===== src/rtl/i2s_pkg.sv =====
// Shared I2S types: slot/frame geometry and the sample-to-frame packer.
// Samples are left-justified in 32-bit slots; the frame is {left, right}.
package i2s_pkg;

    localparam int SLOT_BITS  = 32;
    localparam int FRAME_BITS = 64;

    typedef logic [FRAME_BITS-1:0] frame_t;

    typedef enum logic {
        IDLE,
        RUN
    } state_t;

    // Samples arrive right-aligned; shift them up so padding lands on the LSBs.
    function automatic frame_t pack_frame(
        input logic [SLOT_BITS-1:0] left,
        input logic [SLOT_BITS-1:0] right,
        input int                   width
    );
        int pad;
        pad = SLOT_BITS - width;
        return {left << pad, right << pad};
    endfunction

endpackage


===== src/rtl/i2s_clk_en.sv =====
// BCK generator: clock-enable divider giving a BCK level plus edge strobes.
// Strobes are asserted in the cycle before BCK changes, so users update with it.
module i2s_clk_en #(
    parameter int CLK_DIV = 40
) (
    input  logic clk,
    input  logic rst,
    input  logic run,
    output logic bck,
    output logic bck_rise,
    output logic bck_fall
);

    localparam int DW = (CLK_DIV > 1) ? $clog2(CLK_DIV) : 1;
    localparam logic [DW-1:0] LAST = DW'(CLK_DIV - 1);

    if (CLK_DIV < 2) begin : g_div_check
        $error("i2s_clk_en: CLK_DIV must be at least 2");
    end

    logic [DW-1:0] div_cnt;
    logic          wrap;

    assign wrap     = run && (div_cnt == LAST);
    assign bck_rise = wrap && !bck;
    assign bck_fall = wrap && bck;

    always_ff @(posedge clk or posedge rst) begin
        if (rst) begin
            div_cnt <= '0;
            bck     <= 1'b0;
        end else if (!run) begin
            div_cnt <= '0;
            bck     <= 1'b0;
        end else if (wrap) begin
            div_cnt <= '0;
            bck     <= !bck;
        end else begin
            div_cnt <= div_cnt + 1'b1;
        end
    end

endmodule


===== src/rtl/i2s_tx_pcm5102.sv =====
// I2S transmitter for the PCM5102: one holding register, a 64-bit shifter,
// BCK/LRCK by clock-enable division, silent until the PLL reports lock.
module i2s_tx_pcm5102
    import i2s_pkg::*;
#(
    parameter int SAMPLE_WIDTH = 24,
    parameter int CLK_DIV      = 40
) (
    input  logic                    clock_in,
    input  logic                    reset,
    input  logic                    locked,
    input  logic [SAMPLE_WIDTH-1:0] sample_left,
    input  logic [SAMPLE_WIDTH-1:0] sample_right,
    input  logic                    sample_valid,
    output logic                    sample_ready,
    output logic                    i2s_bck,
    output logic                    i2s_lrck,
    output logic                    i2s_data,
    output logic                    frame_start,
    output logic                    underrun
);

    if (SAMPLE_WIDTH < 16 || SAMPLE_WIDTH > SLOT_BITS) begin : g_width_check
        $error("i2s_tx_pcm5102: SAMPLE_WIDTH must be within 16..32");
    end

    state_t     state;
    frame_t     hold;
    logic       full;
    frame_t     shifter;
    logic [5:0] bit_cnt;
    logic [5:0] bit_cnt_nxt;
    logic       run;
    logic       bck_fall;
    logic       bck_rise_unused;
    logic       accept;
    logic       load;

    assign run          = (state == RUN) && locked;
    assign sample_ready = (state == RUN) && !full;
    assign accept       = sample_valid && sample_ready;
    assign bit_cnt_nxt  = bit_cnt + 6'd1;
    assign load         = bck_fall && (bit_cnt == 6'd63);

    i2s_clk_en #(
        .CLK_DIV(CLK_DIV)
    ) u_clk_en (
        .clk     (clock_in),
        .rst     (reset),
        .run     (run),
        .bck     (i2s_bck),
        .bck_rise(bck_rise_unused),
        .bck_fall(bck_fall)
    );

    always_ff @(posedge clock_in or posedge reset) begin
        if (reset) begin
            state       <= IDLE;
            hold        <= '0;
            full        <= 1'b0;
            shifter     <= '0;
            bit_cnt     <= '0;
            i2s_lrck    <= 1'b0;
            i2s_data    <= 1'b0;
            frame_start <= 1'b0;
            underrun    <= 1'b0;
        end else if (!locked || state == IDLE) begin
            // Lock loss flushes everything; lock entry starts from a clean slate.
            state       <= locked ? RUN : IDLE;
            hold        <= '0;
            full        <= 1'b0;
            shifter     <= '0;
            bit_cnt     <= '0;
            i2s_lrck    <= 1'b0;
            i2s_data    <= 1'b0;
            frame_start <= 1'b0;
            underrun    <= 1'b0;
        end else begin
            frame_start <= 1'b0;
            underrun    <= 1'b0;
            if (accept) begin
                hold <= pack_frame(32'(sample_left), 32'(sample_right),
                                   SAMPLE_WIDTH);
                full <= 1'b1;
            end else if (load) begin
                full <= 1'b0;
            end
            if (bck_fall) begin
                bit_cnt  <= bit_cnt_nxt;
                i2s_lrck <= bit_cnt_nxt[5];
                // MSB of the shifter goes out one BCK after LRCK changes.
                i2s_data <= shifter[FRAME_BITS-1];
                if (load) begin
                    shifter     <= full ? hold : '0;
                    frame_start <= 1'b1;
                    underrun    <= !full;
                end else begin
                    shifter <= shifter << 1;
                end
            end
        end
    end

endmodule


===== config.mk =====
export PLATFORM = sky130hd
export DESIGN_NAME = i2s_tx_pcm5102
export DESIGN_NICKNAME = d
export VERILOG_FILES = /design/src/rtl/i2s_pkg.sv /design/src/rtl/i2s_clk_en.sv /design/src/rtl/i2s_tx_pcm5102.sv
export SDC_FILE = /design/constraint.sdc
export NUM_CORES = 1
export LEC_CHECK = 0
export CORE_MARGIN = 2
export CORE_UTILIZATION = 25
export CTS_CLUSTER_SIZE = 8
export DETAILED_ROUTE_END_ITERATION = 10
export DONT_BUFFER_PORTS = 1
export HOLD_SLACK_MARGIN = 0.05
export PLACE_DENSITY = 0.43
export SLEW_MARGIN = 40
export SYNTH_ARGS = -nofsm -noshare
export SYNTH_HDL_FRONTEND = slang
export SYNTH_SLANG_ARGS = --single-unit

===== constraint.sdc =====
create_clock -name clock_in -period 6.4 [get_ports clock_in]
set_input_delay 0.64 -clock clock_in [delete_from_list [all_inputs] [get_ports clock_in]]
set_output_delay 0.64 -clock clock_in [all_outputs]
set_load 0.1 [all_outputs]

==> run_results.csv <==
group,metric,value,unit
placement,port_buffers,0,
synthesis,synth_top_area_share,61.6,%
critical_path,critPathBufInv,1,
clock_network,path_clk_slew,0.05,ns
power_and_ir_drop,ir_drop,0.000168,V
synthesis,synth-seq-cells,122,
critical_path,crit_fanout,54,
sta,slew_violations,0,
clock_network,numCtsBuffers,17,
global_routing,grt_use_total,12.1,%
die,dieHeight,145,µm
sta,rsz0062_at_grt,"false",
drt,routed_wl,11700,µm
clock_network,cts_hold_repair.buffers,0,
global_routing,gr-total-overflow,0,
cells_and_area,fill_cells,1952,
critical_path,r2r-start,"u_clk_en.bck",
sta,fin_crit,2.97,ns
critical_path,rrSetupSlack,3.43,ns
synthesis,synth.area.top_cells,"dfrtp_1 (62%), a221o_1 (9.1%), a22o_1 (8.5%)",
synthesis,ys_seq_area_share,61.6,%
placement,place_inst,624,
synthesis,ys_warn_count,0,
sta,finalSetupViolations,0,
synthesis,synth_area,0.00496,mm²
run_status,status,"complete, no violations",
global_routing,grt_pass1_vias,3354,
drt,drc,0,
placement,hpwl,6900,µm
synthesis,synthTopCellsByCount,"dfrtp_1 (122), a22o_1 (48), and3_1 (48)",
clock_network,clock_path_buffers,2,
clock_network,cts_root_buffer,"clkbuf_16",
die,num_rows,51,
critical_path,critical_path_class,"register to register",
power_and_ir_drop,power.density,311,mW/mm²
synthesis,synth_edf_count,0,
critical_path,cpMaxStageDelayCell,"nor3_4",
die,start_util,25.5,%
worst_hold_path,hold_class,"primary input to async pin",
clock_network,cts_max_level,4,
synthesis,synth_fp_nets,442,
die,fp.dieArea,0.0210,mm²
critical_path,crit_path_cell_trace,"nor3b_2 > nand2_4 > nor3_4 > buf_4 > a221o_1",
synthesis,syn_area_per_cell,12.8,µm²
sta,fmax,0.337,GHz
sta,post-route-period-util,46.3,%
synthesis,synth_most_common_cell,"dfrtp_1",
cells_and_area,instances_no_fill,656,
synthesis,synth_cell_types,35,
clock_network,worstSkewPairLatency,0.42,ns
drt,vias,3202,
drt,postRouteAntennaNets,0,
cells_and_area,drive_gt1_share,13.8,%
clock_network,tritoncts,"done",
cells_and_area,fin_nets,432,
drt,avgRoutedWirePerCell,17.8,µm
sta,tns,0,ns
synthesis,synth_cells,388,
power_and_ir_drop,p_total,1.79,mW
cells_and_area,insertedDiodeCount,0,
die,io_pins,58,
drt,dr.pass1.iters,5,
global_routing,grt_pass1_wl,19000,µm
synthesis,synth_ff_type,"dfrtp_1",
clock_network,cts_resized,0,
global_routing,grt_antenna_before_repair,0,
cells_and_area,area_growth,16.3,%
sta,worst_pin_slew,0.737,ns
critical_path,arrival,3.31,ns
drt,drt_iter0_drc,240,
critical_path,critPathCaptureType,"register",
sta,hold_viol,0,
critical_path,worstRegToRegCells,5,
synthesis,async_flop_share,100,%
sta,slew_headroom,50.7,%
synthesis,yosysTopAreaCell,"dfrtp_1",
critical_path,critPathTopFamily,"simple AND/OR/NAND/NOR gates",
critical_path,required,6.75,ns
global_routing,grt_max_degree,64,
clock_network,cts_setup_buffers,0,
placement,pre_cts_slack,3.46,ns
run,cap_violations,0,
critical_path,cp.depth,5,
critical_path,setup.worst_path.start_class,"register",
sta,setup_ws,3.43,ns
sta,skew,0.00703,ns
die,die_w,145,µm
power_and_ir_drop,leakagePower,2.78,nW
die,core,0.0195,mm²
critical_path,r2r-end,"shifter[51]",
drt,viasPerCell,4.88,
placement,gp_congestion,0.690,
clock_network,clock-sinks,122,
critical_path,crit_path_max_incr_delay,0.74,ns
## report_power, final
| part | internal (mW) | total, mW | switching, mW |
|---|---|---|---|
| clock network | 0.611 | 0.949 | 0.338 |
| registers | 0.784 | 0.794 | 0.00961 |
| logic | 0.0118 | 0.0502 | 0.0384 |
## through the flow
step | hold WS [ns] | instance area [µm²] | utilization [%]
finish | 0.142 | 5770 | 29.6
global route | 0.181 | 5770 | 29.6
detailed placement | 0.457 | 5180 | 26.6
CTS | 0.230 | 5760 | 29.6
global placement | 0.448 | 5160 | 26.5
floorplan | 0.431 | 4960 | -
## worst register-to-register path: stages, from the launching register on
cell and delay, ns:
dfrtp_2 0.70, nor3b_2 0.39, nand2_4 0.37, nor3_4 0.76, buf_4 0.45, a221o_1 0.23
## state kept, by name, summed over array words and instances (netlist names), 5 cells and up
register          count
bit_cnt               5
hold                 48
shifter              56
u_clk_en.div_cnt      6
## area by class of cell
cell class	instances	area (µm²)	area share [%]
sequential	122	3060	53.0
clock inverter	8	92.6	1.61
tap	265	332	5.75
timing repair buffer	6	48.8	0.846
multi-input combinational	230	1730	30.1
inverter	1	8.76	0.152
clock buffer	24	492	8.53
## placed cells by master (no fill, tap or decap), types with 4 or more instances in the layout
master	n
dfrtp_2	5
o22ai_1	6
nand2_1	21
clkinv_2	5
xnor2_1	5
clkbuf_8	4
a221o_1	45
and3_1	47
xor2_1	5
dfrtp_1	117
clkbuf_16	17
nand3_1	8
nor2_1	14
buf_4	5
a22o_1	48
a21oi_1	5
## metal layers
metal	global-route usage, %	wire, µm
met1	17.2	5920
met2	16.1	4780
met3	3.85	733
met4	6.34	273
met5	0	0
## worst max-delay path by stage
stage,from,to,slack (ns)
finish,u_clk_en.bck,shifter[51],3.43
global route,u_clk_en.bck,shifter[51],3.22
CTS,u_clk_en.bck,shifter[51],3.44
detailed placement,u_clk_en.bck,shifter[48],3.46
global placement,u_clk_en.bck,shifter[52],2.94
floorplan,reset,bit_cnt[0],2.52
## cells by family after synthesis
kind of cell    after synthesis  share of synthesized area, %
fa+ha+maj                     2                         0.504
xor+xnor                     10                          1.77
flops                       122                          61.6
simple gates                108                          12.6
buf+inv                      36                          3.96
compound gates              110                          19.6
Note: power is estimated with default switching activity, not from simulation.
